**src/rtl/lcd_sequencer_if.sv**
```systemverilog
// lcd_sequencer_if: valid/ready byte-write channel between the formatting core
// (master) and the LCD front-end sequencer (slave).
interface lcd_sequencer_if;
  logic       req_valid;  // master has a byte to write
  logic       req_rs;     // 0 = command, 1 = data
  logic [7:0] req_data;   // byte to write
  logic       req_ready;  // slave accepts the byte at the next rising edge

  modport master (output req_valid, output req_rs, output req_data, input req_ready);
  modport slave  (input req_valid, input req_rs, input req_data, output req_ready);
endinterface

```
**src/rtl/lcd_sequencer.sv**
```systemverilog
// lcd_sequencer: front-end controller for the character-LCD pulse driver.
// Waits out LCD power-up, plays the HD44780 8-bit init sequence, then forwards
// command/data bytes from the core as 1-cycle send strobes, each followed by
// the command-specific execution delay.
// Optional feature: define LCD_AUTOWRAP_EN to track the cursor and insert a
// set-DDRAM-address command when a data write would run past column 16.
module lcd_sequencer #(
  parameter int unsigned PWR_DLY = 750000,  // power-up wait after reset
  parameter int unsigned CMD_DLY = 2500,    // wait after a normal byte
  parameter int unsigned CLR_DLY = 82000,   // wait after clear / return-home
  parameter int unsigned CNT_W   = 20       // holds max(PWR_DLY, CLR_DLY)
) (
  input  logic           clk,
  input  logic           rst,
  lcd_sequencer_if.slave bus,
  output logic           init_done,
  output logic           lcd_send,
  output logic           lcd_rs_sel,
  output logic [7:0]     lcd_cmd_data
);

  typedef enum logic [2:0] {
    PWR_WAIT,
    INIT_SEND,
    INIT_WAIT,
    IDLE,
    SEND,
    WAIT
  } state_t;

  localparam logic [CNT_W-1:0] PWR_LAST = CNT_W'(PWR_DLY - 1);
  localparam logic [CNT_W-1:0] CMD_LAST = CNT_W'(CMD_DLY - 1);
  localparam logic [CNT_W-1:0] CLR_LAST = CNT_W'(CLR_DLY - 1);

  // Init sequence: function set 8-bit/2-line, display on, entry mode, clear.
  function automatic logic [7:0] init_rom(input logic [1:0] idx);
    case (idx)
      2'd0:    return 8'h38;
      2'd1:    return 8'h0C;
      2'd2:    return 8'h06;
      default: return 8'h01;
    endcase
  endfunction

  // Counter load value for the wait that follows a strobed byte.
  function automatic logic [CNT_W-1:0] wait_last(input logic rs, input logic [7:0] data);
    return (!rs && (data == 8'h01 || data == 8'h02)) ? CLR_LAST : CMD_LAST;
  endfunction

  state_t           state_q, state_d;
  logic [CNT_W-1:0] cnt_q, cnt_d;
  logic [1:0]       idx_q, idx_d;
  logic             ready_q, ready_d;
  logic             done_q, done_d;
  logic             send_q, send_d;
  logic             rs_q, rs_d;
  logic [7:0]       data_q, data_d;
`ifdef LCD_AUTOWRAP_EN
  logic             line_q, line_d;            // current display line
  logic [4:0]       col_q, col_d;              // next column to be written, 0..16
  logic             pend_q, pend_d;            // data byte deferred behind a wrap command
  logic [7:0]       pend_data_q, pend_data_d;
`endif

  // Next-state and next-output logic for the whole sequencer.
  always_comb begin
    // NOTE: every *_d is defaulted before the case so no path can infer a latch.
    state_d = state_q;
    cnt_d   = cnt_q;
    idx_d   = idx_q;
    ready_d = ready_q;
    done_d  = done_q;
    send_d  = 1'b0;
    rs_d    = rs_q;
    data_d  = data_q;
`ifdef LCD_AUTOWRAP_EN
    line_d      = line_q;
    col_d       = col_q;
    pend_d      = pend_q;
    pend_data_d = pend_data_q;
`endif

    case (state_q)
      PWR_WAIT: begin
        // Counts up from the reset value of 0; the only wait entered from reset.
        if (cnt_q == PWR_LAST) begin
          state_d = INIT_SEND;
          send_d  = 1'b1;
          rs_d    = 1'b0;
          data_d  = init_rom(idx_q);
        end else begin
          cnt_d = cnt_q + 1'b1;
        end
      end

      INIT_SEND: begin
        state_d = INIT_WAIT;
        cnt_d   = wait_last(rs_q, data_q);
`ifdef LCD_AUTOWRAP_EN
        if (data_q == 8'h01) begin
          line_d = 1'b0;
          col_d  = 5'd0;
        end
`endif
      end

      INIT_WAIT: begin
        if (cnt_q == '0) begin
          if (idx_q == 2'd3) begin
            state_d = IDLE;
            done_d  = 1'b1;
            ready_d = 1'b1;
          end else begin
            idx_d   = idx_q + 2'd1;
            state_d = INIT_SEND;
            send_d  = 1'b1;
            rs_d    = 1'b0;
            data_d  = init_rom(idx_q + 2'd1);
          end
        end else begin
          cnt_d = cnt_q - 1'b1;
        end
      end

      IDLE: begin
        if (bus.req_valid && ready_q) begin
          state_d = SEND;
          ready_d = 1'b0;
          send_d  = 1'b1;
          rs_d    = bus.req_rs;
          data_d  = bus.req_data;
`ifdef LCD_AUTOWRAP_EN
          if (bus.req_rs) begin
            if (col_q == 5'd16) begin
              // Line full: move to the other line first, hold the data byte back.
              rs_d        = 1'b0;
              data_d      = line_q ? 8'h80 : 8'hC0;
              pend_d      = 1'b1;
              pend_data_d = bus.req_data;
              line_d      = ~line_q;
              col_d       = 5'd1;
            end else begin
              col_d = col_q + 5'd1;
            end
          end else if (bus.req_data == 8'h01 || bus.req_data == 8'h02) begin
            line_d = 1'b0;
            col_d  = 5'd0;
          end else if (bus.req_data[7]) begin
            // A 4-bit address nibble is already within 0..15.
            line_d = bus.req_data[6];
            col_d  = {1'b0, bus.req_data[3:0]};
          end
`endif
        end
      end

      SEND: begin
        state_d = WAIT;
        cnt_d   = wait_last(rs_q, data_q);
      end

      WAIT: begin
        if (cnt_q == '0) begin
`ifdef LCD_AUTOWRAP_EN
          if (pend_q) begin
            state_d = SEND;
            send_d  = 1'b1;
            rs_d    = 1'b1;
            data_d  = pend_data_q;
            pend_d  = 1'b0;
          end else begin
            state_d = IDLE;
            ready_d = 1'b1;
          end
`else
          state_d = IDLE;
          ready_d = 1'b1;
`endif
        end else begin
          cnt_d = cnt_q - 1'b1;
        end
      end

      default: state_d = PWR_WAIT;
    endcase
  end

  // State and output registers with synchronous active-high reset.
  always_ff @(posedge clk) begin
    // NOTE: non-blocking assignments keep every flop sampling pre-edge values.
    if (rst) begin
      state_q <= PWR_WAIT;
      cnt_q   <= '0;
      idx_q   <= 2'd0;
      ready_q <= 1'b0;
      done_q  <= 1'b0;
      send_q  <= 1'b0;
      rs_q    <= 1'b0;
      data_q  <= 8'h00;
`ifdef LCD_AUTOWRAP_EN
      line_q      <= 1'b0;
      col_q       <= 5'd0;
      pend_q      <= 1'b0;
      pend_data_q <= 8'h00;
`endif
    end else begin
      state_q <= state_d;
      cnt_q   <= cnt_d;
      idx_q   <= idx_d;
      ready_q <= ready_d;
      done_q  <= done_d;
      send_q  <= send_d;
      rs_q    <= rs_d;
      data_q  <= data_d;
`ifdef LCD_AUTOWRAP_EN
      line_q      <= line_d;
      col_q       <= col_d;
      pend_q      <= pend_d;
      pend_data_q <= pend_data_d;
`endif
    end
  end

  assign bus.req_ready = ready_q;
  assign init_done     = done_q;
  assign lcd_send      = send_q;
  assign lcd_rs_sel    = rs_q;
  assign lcd_cmd_data  = data_q;

endmodule

```
**src/flat_wrapper.sv**
```systemverilog
// flat-port wrapper written by rule: the top's interface ports become plain ports
module lcd_sequencer_flat 
#(
  parameter int unsigned PWR_DLY = 750000,                              
  parameter int unsigned CMD_DLY = 2500,                               
  parameter int unsigned CLR_DLY = 82000,                                    
  parameter int unsigned CNT_W   = 20                                     
)
  (clk, rst, init_done, lcd_send, lcd_rs_sel, lcd_cmd_data, bus_req_valid, bus_req_rs, bus_req_data, bus_req_ready);
  lcd_sequencer_if bus_i ();
  input  logic clk;
  input  logic rst;
  output logic init_done;
  output logic lcd_send;
  output logic lcd_rs_sel;
  output logic [7:0] lcd_cmd_data;
  input wire logic [$bits(bus_i.req_valid)-1:0] bus_req_valid;
  input wire logic [$bits(bus_i.req_rs)-1:0] bus_req_rs;
  input wire logic [$bits(bus_i.req_data)-1:0] bus_req_data;
  output wire logic [$bits(bus_i.req_ready)-1:0] bus_req_ready;
  assign bus_i.req_valid = bus_req_valid;
  assign bus_i.req_rs = bus_req_rs;
  assign bus_i.req_data = bus_req_data;
  assign bus_req_ready = bus_i.req_ready;
  lcd_sequencer #(.PWR_DLY(PWR_DLY), .CMD_DLY(CMD_DLY), .CLR_DLY(CLR_DLY), .CNT_W(CNT_W)) u_core (.clk(clk), .rst(rst), .bus(bus_i), .init_done(init_done), .lcd_send(lcd_send), .lcd_rs_sel(lcd_rs_sel), .lcd_cmd_data(lcd_cmd_data));
endmodule
```
**config.mk**
```make
export PLATFORM = sky130hd
export DESIGN_NAME = lcd_sequencer_flat
export DESIGN_NICKNAME = d
export VERILOG_FILES = /design/src/rtl/lcd_sequencer_if.sv /design/src/rtl/lcd_sequencer.sv /design/src/flat_wrapper.sv
export SDC_FILE = /design/constraint.sdc
export NUM_CORES = 1
export LEC_CHECK = 0
export ABC_AREA = 1
export CELL_PAD_IN_SITES_DETAIL_PLACEMENT = 1
export CELL_PAD_IN_SITES_GLOBAL_PLACEMENT = 2
export CORE_MARGIN = 3
export CORE_UTILIZATION = 28
export DETAILED_ROUTE_END_ITERATION = 10
export PLACE_DENSITY_LB_ADDON = 0.1
export SYNTH_ARGS = -nofsm -noshare
export SYNTH_HDL_FRONTEND = slang
export SYNTH_SLANG_ARGS = --single-unit
```
**constraint.sdc**
```tcl
create_clock -name clk -period 6.72 [get_ports clk]
set_clock_uncertainty 0.15 [all_clocks]
set_input_delay 0.672 -clock clk [delete_from_list [all_inputs] [get_ports clk]]
set_output_delay 0.672 -clock clk [all_outputs]
set_load 0.1 [all_outputs]
```
Word level (Yosys, flattened, before mapping)
Cells that the tools add are included.

cells by class
  $lt $le $gt $ge = 0
  divide/modulo/power cells = 0
  bitwise gates (word level) = 1
  reductions and logical operators = 19
  equal/unequal tests = 21
  shift-type cells = 0
  multiply operators = 0
  muxes and demuxes = 32
  $add $sub $neg = 3

operators by type and width
  cell                     count
  $pmux W20 S3             1
  $mux W20                 2
  $pmux W6 S3              2
  $mux W8                  4
  $pmux W8 S3              1
  $add A20 B1 Y20 const B  1
  $eq A20 B20 Y1 const B   1
  $logic_not A20 Y1        1
  $sub A20 B1 Y20 const B  1
  $pmux W3 S6              1
  $mux W17                 1
  $mux W1                  12
  $mux W3                  4
  $ne A2 B1 Y1 const B     5
  $reduce_and A5 Y1        2
  $pmux W1 S3              3
  $reduce_and A3 Y1        3
  $reduce_bool A3 Y1       3
  $eq A8 B1 Y1 const B     1
  $eq A8 B2 Y1 const B     1
  $eq A2 B2 Y1 const B     3
  $eq A3 B2 Y1 const B     2
  $eq A3 B3 Y1 const B     2
  $ne A2 B2 Y1 const B     3
  12 further kinds         16

storage, ports and cells
  bits in registers = 37
  latch bits = 0
  word-level logic and storage cells = 84
  ROM bits = 0
  memories = 0
  input bits = 12
  output and inout port bits = 12
  bits in writable memories = 0

Logic depth before layout (Yosys ltp)
Gate-level depths: netlist of run 1.

  depth in word-level cells = 6
  depth in mapped cells = 16

Least setup slack after synthesis of run 1
OpenSTA, ideal clock, no wires.

  path kind = flip-flop to flip-flop
  from = register u_core.state_q[0]
  to = register u_core.cnt_q[9]
  path buffers = 0
  data arrival time = 2.273 ns
  data required time = 6.438 ns
  slack = 4.165 ns
  cell stages (with the launch flop) = 13
  path through = dfxtp_1 -> nor2_1 -> nand2_2 -> nand2_2 -> ha_1 -> or2_2 -> nand3_1 -> nand2_1 -> nand2_1 -> nand2_1 -> or2_2 -> nand3_1 -> a21oi_1

on the way
  word-level cells in the longest chain between the ends = 4
  elaborated cells between the ends (all ways) = 12

ends and longest elaborated chain
  element                                                              line                  RTL
  from (decl)                                                          lcd_sequencer.sv:50   state_t state_q, state_d;
  from (signal assigned)                                               lcd_sequencer.sv:207  state_q <= state_d;
  $eq A3 B2 Y1, or another cell as far along                           -
  $reduce_or A2 Y1 (no line)                                           -
  $ne A2 B2 Y1 (no line) / $reduce_bool A3 Y1 (equally long branches)  -
  $reduce_and A3 Y1 (no line)                                          -
  to (signal assigned)                                                 lcd_sequencer.sv:208  cnt_q <= cnt_d;
  to (decl)                                                            lcd_sequencer.sv:51   logic [CNT_W-1:0] cnt_q, cnt_d;

Parallel ways exist; a longest one is shown, timed or not.
A chain may end at the register's enable or synchronous reset.

Final worst setup path of run 1
Ends and elaborated chain as after synthesis.

==> results.ini, run 1 <==
[power]
ir_worst_vdd_mv = 0.118
cellInternalPower_uw = 589
seqPwrFrac_pct = 27.9
clock_power_share_pct = 18.7
power.density_nw_per_um2 = 327
power_frac_comb_pct = 53.4
p_sw_uw = 566
switching_share_pct = 49.0
power_leakage_uw = 0.00172

[timing]
period_share_pct = 45.6
whs_ns = 0.340
slew_violations = 0
fin_tns_setup_ns = 0
slew_headroom_pct = 34.5
report.final.hold_viol_count = 0
worstMarginPinSlew_ns = 0.979
setup_ws_ns = 3.65
timing.fmax_mhz = 326
setup_viol = 0
rsz0062_at_grt = false
finalCriticalPeriod_ns = 3.07

[setup_path]
r2r_end = u_core.cnt_q[9]$_SDFFE_PP0P_
r2r_start = u_core.state_q[0]$_SDFFE_PP0P_
arrival_ns = 3.10
path_max_fanout = 24
r2r_slack_ns = 3.65
cp_data_required_time_ns = 6.75
cp-startpoint = u_core.state_q[0]$_SDFFE_PP0P_
worstSetupEndpoint = u_core.cnt_q[9]$_SDFFE_PP0P_
cp-end-kind = flip-flop
critPathKind = flip-flop to flip-flop
start_kind = flip-flop
rr_worst_depth = 12

[clock_network]
clk_pin_slew_ns = 0.09
cts_resized = 0
cts.hold.buffers_added = 0
cts_root_buf = clkbuf_8
insertion_delay_ns = 0.30
cts_tree = done
cts_setup_buffers = 0
cts_sinks = 37
cts_buffer_depth = 2
cts_buffers = 5
cts_max_level = 2

[placed_design]
dp_hpwl_um = 8160
dp_slack_ns = 3.65
port-buffer-count = 23
gp_congestion = 0.839

[drt]
ant_nets = 0
viasPerCell = 4.82
num_vias = 3171
drtPass1Iterations = 4
wl_per_cell_um = 15.8
drc = 0
drt_iter0_drc = 188
routed_wl_um = 10400

[floorplanning]
die_area_um2 = 12100
core-area_um2 = 10400
die_w_um = 110
rows = 37
die_h_um = 110
ios = 24
start_util_pct = 29.1

[global_routing]
antenna_found_initial = 0
use_met2_pct = 28.9
met3_usage_pct = 2.21
grt_use_met1_pct = 27.3
gr-total-overflow = 0
groute.usage.overall_pct = 18.4
busiest_layer = met2
grt_max_degree = 25
grt_pass1_wl_um = 17200
grt_pass1_vias = 3294

[min_path]
min_path_type = flip-flop to flip-flop

[outcome]
status = finished clean

[layout]
mostFrequentLayoutCell = nand2_1
nets = 560
antenna_cells = 0
multi_input_area_um2 = 2000
regArea_um2 = 741
layout_common_cells = nand2_1 (142), inv_1 (66), nor2_1 (57), a21oi_1 (47), dfxtp_1 (37)
fill_cells = 1377
area_growth_pct = 16.5
drive_gt1_share_pct = 4.41
post-route-util_pct = 33.8

[logic_synthesis]
synth_area_um2 = 3030
synthDistinctLibCells = 31
synth-seq-cells = 37
syn_area_per_cell_um2 = 6.10
synth_cells = 496
synth_nets = 535
seq_area_frac_synth_pct = 24.5
ys_warn_count = 0

[run]
max-cap-violations = 0

-- how the worst min path moves through the flow --
stage	end	start	slack, ns	cells after the start
after floorplan	u_core.cnt_q[11]$_SDFFE_PP0P_	u_core.cnt_q[11]$_SDFFE_PP0P_	0.31	2
after global placement	u_core.init_done$_SDFFE_PP0P_	u_core.init_done$_SDFFE_PP0P_	0.32	2
after detailed placement	u_core.init_done$_SDFFE_PP0P_	u_core.init_done$_SDFFE_PP0P_	0.33	2
after CTS	u_core.init_done$_SDFFE_PP0P_	u_core.init_done$_SDFFE_PP0P_	0.35	2
after global routing	u_core.bus.req_ready$_SDFFE_PP0P_	u_core.bus.req_ready$_SDFFE_PP0P_	0.38	2
final	u_core.init_done$_SDFFE_PP0P_	u_core.init_done$_SDFFE_PP0P_	0.34	2
-- metal layers --
metal	vias up	wire length (um)
li1	1661	-
met5	-	0
met3	9	357
met2	34	4510
met1	1467	5480
met4	0	70
-- cells in the mapped netlist (all sizes together) --
master | count | area share (%)
a21oi | 47 | 7.8
fa | 1 | 0.66
a221oi | 4 | 1.2
nand4 | 7 | 1.7
clkbuf | 3 | 0.37
a21o | 1 | 0.25
xor2 | 4 | 1.2
a211oi | 4 | 0.99
nor4 | 1 | 0.21
and2 | 2 | 0.41
buf | 3 | 0.58
nand2 | 144 | 18
inv | 69 | 8.6
ha | 26 | 11
nor2 | 59 | 7.5
or2 | 4 | 0.83
dfxtp | 37 | 24
a31oi | 1 | 0.21
nand3b | 7 | 1.7
nor3 | 5 | 0.83
xnor2 | 2 | 0.58
o21ai | 27 | 4.5
nand3 | 38 | 6.9
-- power groups by stage --
stage	logic (uW)	registers (uW)	clock network [uW]
after CTS	627	322	223
after detailed placement	623	327	0
after floorplan	405	362	0
final	617	322	216
after global placement	621	326	0
after global routing	702	331	234
-- layout make-up --
cell class	count	share of cell area, %
Tap cell	136	4.83
Multi-Input combinational cell	384	56.7
Sequential cell	37	21.0
Inverter	69	7.35
Timing Repair Buffer	24	6.74
Clock buffer	6	2.34
Clock inverter	2	1.06
-- sequential cells by signal, indices dropped and copies added, names as in the netlist --
name / count
u_core.init_done: 1
u_core.lcd_send: 1
u_core.idx_q: 2
u_core.lcd_rs_sel: 1
u_core.lcd_cmd_data: 8
u_core.cnt_q: 20
u_core.state_q: 3
u_core.bus.req_ready: 1
-- critical path: stages, from the launching register on --
cell and delay (ns):
dfxtp_1 0.36, nor2_1 0.23, nand2_2 0.19, nand2_2 0.48
ha_1 0.42, or2_2 0.33, nand3_1 0.10, nand2_1 0.11
nand2_1 0.08, nand2_1 0.05, or2_2 0.28, nand3_1 0.08
a21oi_1 0.06
-- per-stage QoR --
step | instance area (um^2) | power (uW) | std cells
after CTS | 3530 | 1170 | 658
after floorplan | 3030 | 767 | 496
after global routing | 3530 | 1270 | 658
final | 3530 | 1150 | 658
after detailed placement | 3410 | 950 | 650
after global placement | 3410 | 947 | 650
-- kinds of logic after synthesis --
group / after synthesis / share of synthesized area, %
and+or+nand+nor: 267 / 38.0
adders and majority gates: 27 / 11.4
AOI/OAI and AO/OA: 84 / 14.8
DFF: 37 / 24.5
xor gates and xnor gates: 6 / 1.74
buffers and inverters: 75 / 9.51
No activity file was read; power rests on OpenSTA's default activity.
==> run 2, diff against run 1 <==
==> constraint.sdc (replaced) <==
create_clock -name clk -period 2.91 [get_ports clk]
set_clock_uncertainty 0.15 [all_clocks]
set_input_delay 0.291 -clock clk [delete_from_list [all_inputs] [get_ports clk]]
set_output_delay 0.291 -clock clk [all_outputs]
set_load 0.1 [all_outputs]
==> run 2 against run 1 <==
Compared with the run above:
- combinational power increased by 140%
- largest cell class unchanged
- routed wire length decreased by 1.0%
- worst setup slack got worse by 3.5 ns
- cell count increased by 1.7%
- largest power group unchanged
- via count increased by 2.7%
==> results.ini, run 2 (synthesis results as in run 1) <==
[outcome]
status = finished clean  ; unchanged

[placed_design]
gp_congestion = 0.807  ; was 0.839
dp_hpwl_um = 8290  ; was 8160 um
postPlaceCellArea_um2 = 3460  ; was 3410 um^2
place_inst = 661  ; was 650
dp_slack_ns = 0.0112  ; was 3.65 ns
port-buffer-count = 23  ; unchanged

[drt]
num_vias = 3258  ; was 3,171
drt_iter0_drc = 125  ; was 188
wl_met3_um = 231  ; was 357 um
drc = 0  ; unchanged
top_layer = met4  ; unchanged
ant_nets = 0  ; unchanged
wl_per_cell_um = 15.4  ; was 15.8 um
met1Wirelength_um = 5260  ; was 5480 um
drtPass1Iterations = 4  ; unchanged
routed_wl_um = 10300  ; was 10,400 um
wl_met2_um = 4670  ; was 4510 um
viasPerCell = 4.87  ; was 4.82

[layout]
antenna_cells = 0  ; unchanged
drive_gt1_share_pct = 8.63  ; was 4.41%
largest_reg_flops = 20  ; unchanged
final_cell_area_um2 = 3610  ; was 3530 um^2
layout_common_cells = nand2_1 (142), inv_1 (66), nor2_1 (57), a21oi_1 (47), dfxtp_1 (37)  ; unchanged
mostFrequentLayoutCell = nand2_1  ; unchanged
area_growth_pct = 19.1  ; was 16.5%
final-instance-count-excl-fill = 669  ; was 658
post-route-util_pct = 34.6  ; was 33.8%
nets = 571  ; was 560
top_register = u_core.cnt_q  ; unchanged

[timing]
fin_tns_setup_ns = 0  ; unchanged
timing.fmax_mhz = 362  ; was 326 MHz
period_share_pct = 94.9  ; was 45.6%
finalCriticalPeriod_ns = 2.76  ; was 3.07 ns
setup_ws_ns = 0.149  ; was 3.65 ns
slew_violations = 0  ; unchanged
worstMarginPinSlew_ns = 0.598  ; was 0.979 ns
report.final.hold_viol_count = 0  ; unchanged
setup_viol = 0  ; unchanged
rsz0062_at_grt = false  ; unchanged
slew_headroom_pct = 60.1  ; was 34.5%

[setup_path]
cp_data_required_time_ns = 2.94  ; was 6.75 ns
r2r_slack_ns = 0.15  ; was 3.65 ns
rr_worst_depth = 10  ; was 12
path_max_fanout = 18  ; was 24
r2r_start = u_core.state_q[2]$_SDFFE_PP0P_  ; was u_core.state_q[0]$_SDFFE_PP0P_
cp-end-kind = flip-flop  ; unchanged
r2r_end = u_core.cnt_q[10]$_SDFFE_PP0P_  ; was u_core.cnt_q[9]$_SDFFE_PP0P_
start_kind = flip-flop  ; unchanged
arrival_ns = 2.79  ; was 3.10 ns
critPathKind = flip-flop to flip-flop  ; unchanged
cp-startpoint = u_core.state_q[2]$_SDFFE_PP0P_  ; was u_core.state_q[0]$_SDFFE_PP0P_

[clock_network]
clk_pin_slew_ns = 0.08  ; was 0.09 ns
cts_setup_buffers = 0  ; unchanged
insertion_delay_ns = 0.30  ; about the same
cts_tree = done  ; unchanged
cts_root_buf = clkbuf_8  ; unchanged
cts_buffers = 5  ; unchanged
cts_max_level = 2  ; unchanged
cts.hold.buffers_added = 0  ; unchanged
cts_buffer_depth = 2  ; unchanged
cts_sinks = 37  ; unchanged

[global_routing]
grt_pass1_wl_um = 17300  ; was 17,200 um
groute.usage.overall_pct = 18.4  ; about the same
grt_max_degree = 20  ; was 25
grt_pass1_vias = 3411  ; was 3,294
antenna_found_initial = 0  ; unchanged
gr-total-overflow = 0  ; unchanged

[power]
power_leakage_uw = 0.00181  ; was 0.00172 uW
power_frac_comb_pct = 53.5  ; was 53.4%
p_sw_uw = 1310  ; was 566 uW
cellInternalPower_uw = 1470  ; was 589 uW
clock_power_share_pct = 19.9  ; was 18.7%
power.density_nw_per_um2 = 769  ; was 327 nW/um^2
seqPwrFrac_pct = 26.6  ; was 27.9%
ir_worst_vdd_mv = 0.271  ; was 0.118 mV
switching_share_pct = 47.1  ; was 49.0%

[run]
max-cap-violations = 0  ; unchanged

[floorplanning]
rows = 37  ; unchanged
die_w_um = 110  ; unchanged
start_util_pct = 29.1  ; unchanged
core-area_um2 = 10400  ; unchanged
ios = 24  ; unchanged
die_area_um2 = 12100  ; unchanged
die_h_um = 110  ; unchanged

[min_path]
whs_path_depth = 2  ; unchanged
min_to = u_core.init_done$_SDFFE_PP0P_  ; unchanged
hold_start = u_core.init_done$_SDFFE_PP0P_  ; unchanged
min_path_type = flip-flop to flip-flop  ; unchanged

[run 2: cell types whose count changed in the layout (fill, tap and decap cells not counted), sizes merged]
cell	delta
buf	+23
bufinv	+1
clkbuf	-1
clkdlybuf4s50	-12
clkinv	+1
clkinvlp	-1
[run 2: layer usage]
layer | GRT usage (%) | vias to the layer above
met5 | 0 | -
met4 | 4.63 | 0
met3 | 2.85 | 11
met2 | 29.5 | 34
met1 | 25.9 | 1530
li1 | - | 1683
[run 2: timing repair]
action,4_1_cts,5_1_grt
cloned,0,0
pin swaps,0,0
endpoints found under the setup margin,1,3
resized for setup,1,1
[run 2: area by class of cell]
type,instances,area [um^2]
fillers,1398,6810
multi-input cells,384,2010
flip-flops and latches,37,741
repair buffers,35,290
inverters,69,259
well taps,136,170
clock buffers,5,68.8
clock inverters,3,65.1
[run 2: how the worst max path moves through the flow]
stage / to / slack (ns)
floorplan: u_core.cnt_q[9]$_SDFFE_PP0P_ / 0.35
global placement: u_core.cnt_q[10]$_SDFFE_PP0P_ / 0.04
detailed placement: u_core.cnt_q[10]$_SDFFE_PP0P_ / 0.01
CTS: u_core.cnt_q[10]$_SDFFE_PP0P_ / 0.15
global route: u_core.cnt_q[18]$_SDFFE_PP0P_ / 0.02
finish: u_core.cnt_q[10]$_SDFFE_PP0P_ / 0.15
[run 2: power groups by stage]
| stage | Sequential [uW] | Combinational (uW) | Clock (uW) |
|---|---|---|---|
| floorplan | 836 | 935 | 0 |
| global placement | 745 | 1480 | 0 |
| CTS | 737 | 1500 | 575 |
| finish | 736 | 1480 | 552 |
| global route | 752 | 1690 | 596 |
| detailed placement | 748 | 1490 | 0 |
[run 2: worst max-delay path, cell delays in order (launching register included)]
cell     delay (ns)
dfxtp_1        0.42
nand3_1        0.24
nand2_8        0.23
ha_1           0.31
nand2_1        0.16
inv_1          0.06
a21oi_1        0.31
nand3_1        0.26
or2_2          0.33
nand3_1        0.09
a21oi_1        0.07
[run 2: metrics by stage]
step | hold slack (ns) | total power (uW)
6_report | 0.332 | 2770
3_5_place_dp | 0.320 | 2240
4_1_cts | 0.342 | 2810
2_1_floorplan | 0.312 | 1770
3_3_place_gp | 0.307 | 2230
5_1_grt | 0.367 | 3040
==> run 3, diff against run 2 <==
--- a/config.mk
+++ b/config.mk
@@ -9,9 +9,11 @@
 export CELL_PAD_IN_SITES_DETAIL_PLACEMENT = 1
 export CELL_PAD_IN_SITES_GLOBAL_PLACEMENT = 2
 export CORE_MARGIN = 3
-export CORE_UTILIZATION = 28
+export CORE_UTILIZATION = 24
+export CTS_BUF_LIST = sky130_fd_sc_hd__clkbuf_8 sky130_fd_sc_hd__clkbuf_16
 export DETAILED_ROUTE_END_ITERATION = 10
 export PLACE_DENSITY_LB_ADDON = 0.1
 export SYNTH_ARGS = -nofsm -noshare
 export SYNTH_HDL_FRONTEND = slang
 export SYNTH_SLANG_ARGS = --single-unit
+export TNS_END_PERCENT = 50
==> run 3 against run 2 <==
Compared with the run above:
- utilization fell by 4.4 points
- register-to-register slack improved by 0.06 ns
- sequential power barely moved
- sequential share of layout area fell by 0.42 points
- cell count rose by 4.3%
- largest cell class unchanged
==> results.ini, run 3 (synthesis results as in run 1) <==
[clock_network]
cts_max_level = 2  ; unchanged
cts_tree = done  ; unchanged
cts_buffer_depth = 2  ; unchanged
cts_buffers = 5  ; unchanged
cts_root_buf = clkbuf_16  ; was clkbuf_8
cts_resized = 0  ; was 1
cts_setup_buffers = 0  ; unchanged
insertion_delay_ns = 0.28  ; was 0.30 ns
cts.hold.buffers_added = 0  ; unchanged
clk_pin_slew_ns = 0.06  ; was 0.08 ns
cts_sinks = 37  ; unchanged

[setup_path]
arrival_ns = 2.72  ; was 2.79 ns
start_kind = flip-flop  ; unchanged
crit_chain = nand3_1 > nand2_2 > buf_12 > ha_1 > nand2_1 > inv_1 > a21oi_1 > nand3_1 > or2_2 > nand3_1 > a21oi_1  ; was nand3_1 > nand2_8 > ha_1 > nand2_1 > inv_1 > a21oi_1 > nand3_1 > or2_2 > nand3_1 > a21oi_1
max_stage_delay_ns = 0.43  ; was 0.42 ns
rr_worst_depth = 11  ; was 10
critPathKind = flip-flop to flip-flop  ; unchanged
path_depth = 11  ; was 10
worstSetupEndpoint = u_core.cnt_q[10]$_SDFFE_PP0P_  ; unchanged
path_max_fanout = 24  ; was 18
cp_slowest_cell = dfxtp_1  ; unchanged
cp-end-kind = flip-flop  ; unchanged
critical_path_buf_inv_count = 2  ; was 1
r2r_end = u_core.cnt_q[10]$_SDFFE_PP0P_  ; unchanged
cp-startpoint = u_core.state_q[2]$_SDFFE_PP0P_  ; unchanged
cpMostUsedCell = nand3_1  ; unchanged
cp_data_required_time_ns = 2.92  ; was 2.94 ns
r2r_start = u_core.state_q[2]$_SDFFE_PP0P_  ; unchanged
critPathTopFamily = simple AND/OR/NAND/NOR gates  ; unchanged
r2r_slack_ns = 0.21  ; was 0.15 ns

[global_routing]
grt_pass1_vias = 3203  ; was 3,411
groute.usage.overall_pct = 15.6  ; was 18.4%
grt_max_degree = 25  ; was 20
antenna_found_initial = 0  ; unchanged
gr-total-overflow = 0  ; unchanged
grt_pass1_wl_um = 17400  ; was 17,300 um

[power]
power_leakage_uw = 0.00183  ; was 0.00181 uW
p_sw_uw = 1330  ; was 1310 uW
ir_worst_vdd_mv = 0.339  ; was 0.271 mV
power_frac_comb_pct = 50.5  ; was 53.5%
cellInternalPower_uw = 1610  ; was 1470 uW
clock_power_share_pct = 24.4  ; was 19.9%
seqPwrFrac_pct = 25.1  ; was 26.6%
switching_share_pct = 45.2  ; was 47.1%
power.density_nw_per_um2 = 799  ; was 769 nW/um^2

[timing]
finalCriticalPeriod_ns = 2.70  ; was 2.76 ns
setup_viol = 0  ; unchanged
rsz0062_at_grt = false  ; unchanged
setup_ws_ns = 0.207  ; was 0.149 ns
worstMarginPinSlew_ns = 0.666  ; was 0.598 ns
fin_tns_setup_ns = 0  ; unchanged
report.final.hold_viol_count = 0  ; unchanged
period_share_pct = 92.9  ; was 94.9%
timing.fmax_mhz = 370  ; was 362 MHz
slew_headroom_pct = 55.5  ; was 60.1%
slew_violations = 0  ; unchanged

[placed_design]
port-buffer-count = 23  ; unchanged
gp_congestion = 0.812  ; was 0.807
dp_slack_ns = 0.177  ; was 0.0112 ns
dp_hpwl_um = 8700  ; was 8290 um

[layout]
nets = 568  ; was 571
layout_common_cells = nand2_1 (142), inv_1 (66), nor2_1 (56), a21oi_1 (47), dfxtp_1 (37)  ; was nand2_1 (142), inv_1 (66), nor2_1 (57), a21oi_1 (47), dfxtp_1 (37)
antenna_cells = 0  ; unchanged
drive_gt1_share_pct = 8.30  ; was 8.63%
area_growth_pct = 21.6  ; was 19.1%
top_register = u_core.cnt_q  ; unchanged
mostFrequentLayoutCell = nand2_1  ; unchanged
largest_reg_flops = 20  ; unchanged

[drt]
wl_per_cell_um = 15.3  ; was 15.4 um
drtPass1Iterations = 4  ; unchanged
viasPerCell = 4.60  ; was 4.87
drc = 0  ; unchanged
num_vias = 3211  ; was 3,258
routed_wl_um = 10700  ; was 10,300 um
ant_nets = 0  ; unchanged
drt_iter0_drc = 147  ; was 125

[floorplanning]
ios = 24  ; unchanged
rows = 40  ; was 37
die_h_um = 118  ; was 110 um
die_area_um2 = 14000  ; was 12,100 um^2
die_w_um = 118  ; was 110 um
core-area_um2 = 12200  ; was 10,400 um^2
start_util_pct = 24.9  ; was 29.1%

[min_path]
min_path_type = flip-flop to flip-flop  ; unchanged

[outcome]
status = finished clean  ; unchanged

[run]
max-cap-violations = 0  ; unchanged

## run 3: worst reg2reg max path: stages, from the launching register on
cell and delay (ns):
dfxtp_1 0.43, nand3_1 0.16, nand2_2 0.12, buf_12 0.18
ha_1 0.31, nand2_1 0.18, inv_1 0.06, a21oi_1 0.25
nand3_1 0.22, or2_2 0.32, nand3_1 0.12, a21oi_1 0.08
## run 3: routing by layer
layer  GRT usage (%)  part of all wire (%)
met5               0                     0
met4            2.20                  0.61
met3            2.15                   1.7
met2            25.8                    46
met1            22.0                    52
## run 3: final cells by class
class / count / area, um^2
Fill cell: 1597 / 8480
Multi-Input combinational cell: 384 / 2000
Sequential cell: 37 / 741
Timing Repair Buffer: 32 / 280
Inverter: 69 / 259
Tap cell: 168 / 210
Clock buffer: 5 / 125
Clock inverter: 3 / 65.1
## run 3: how the worst min path moves through the flow
| stage | startpoint | endpoint | slack (ns) | cells past startpoint |
|---|---|---|---|---|
| floorplan | u_core.cnt_q[11]$_SDFFE_PP0P_ | u_core.cnt_q[11]$_SDFFE_PP0P_ | 0.31 | 2 |
| global placement | u_core.init_done$_SDFFE_PP0P_ | u_core.init_done$_SDFFE_PP0P_ | 0.32 | 2 |
| detailed placement | u_core.init_done$_SDFFE_PP0P_ | u_core.init_done$_SDFFE_PP0P_ | 0.32 | 2 |
| CTS | u_core.init_done$_SDFFE_PP0P_ | u_core.init_done$_SDFFE_PP0P_ | 0.33 | 2 |
| global route | u_core.init_done$_SDFFE_PP0P_ | u_core.init_done$_SDFFE_PP0P_ | 0.36 | 2 |
| finish | u_core.init_done$_SDFFE_PP0P_ | u_core.init_done$_SDFFE_PP0P_ | 0.32 | 2 |
## run 3: power by group through the flow
| stage | logic, uW | clock network, uW | registers [uW] |
|---|---|---|---|
| floorplan | 935 | 0 | 836 |
| global placement | 1500 | 0 | 749 |
| detailed placement | 1510 | 0 | 750 |
| CTS | 1520 | 739 | 740 |
| global route | 1680 | 764 | 757 |
| finish | 1490 | 719 | 737 |
## run 3: metrics by stage
stage	utilization (%)	instance area [um^2]	instances	total power [uW]	hold slack (ns)
3_5_place_dp	28.7	3490	690	2260	0.316
6_report	30.3	3680	698	2940	0.322
4_1_cts	30.2	3680	698	3000	0.333
2_1_floorplan	-	3030	496	1770	0.312
3_3_place_gp	28.7	3490	690	2250	0.320
5_1_grt	30.3	3680	698	3200	0.363
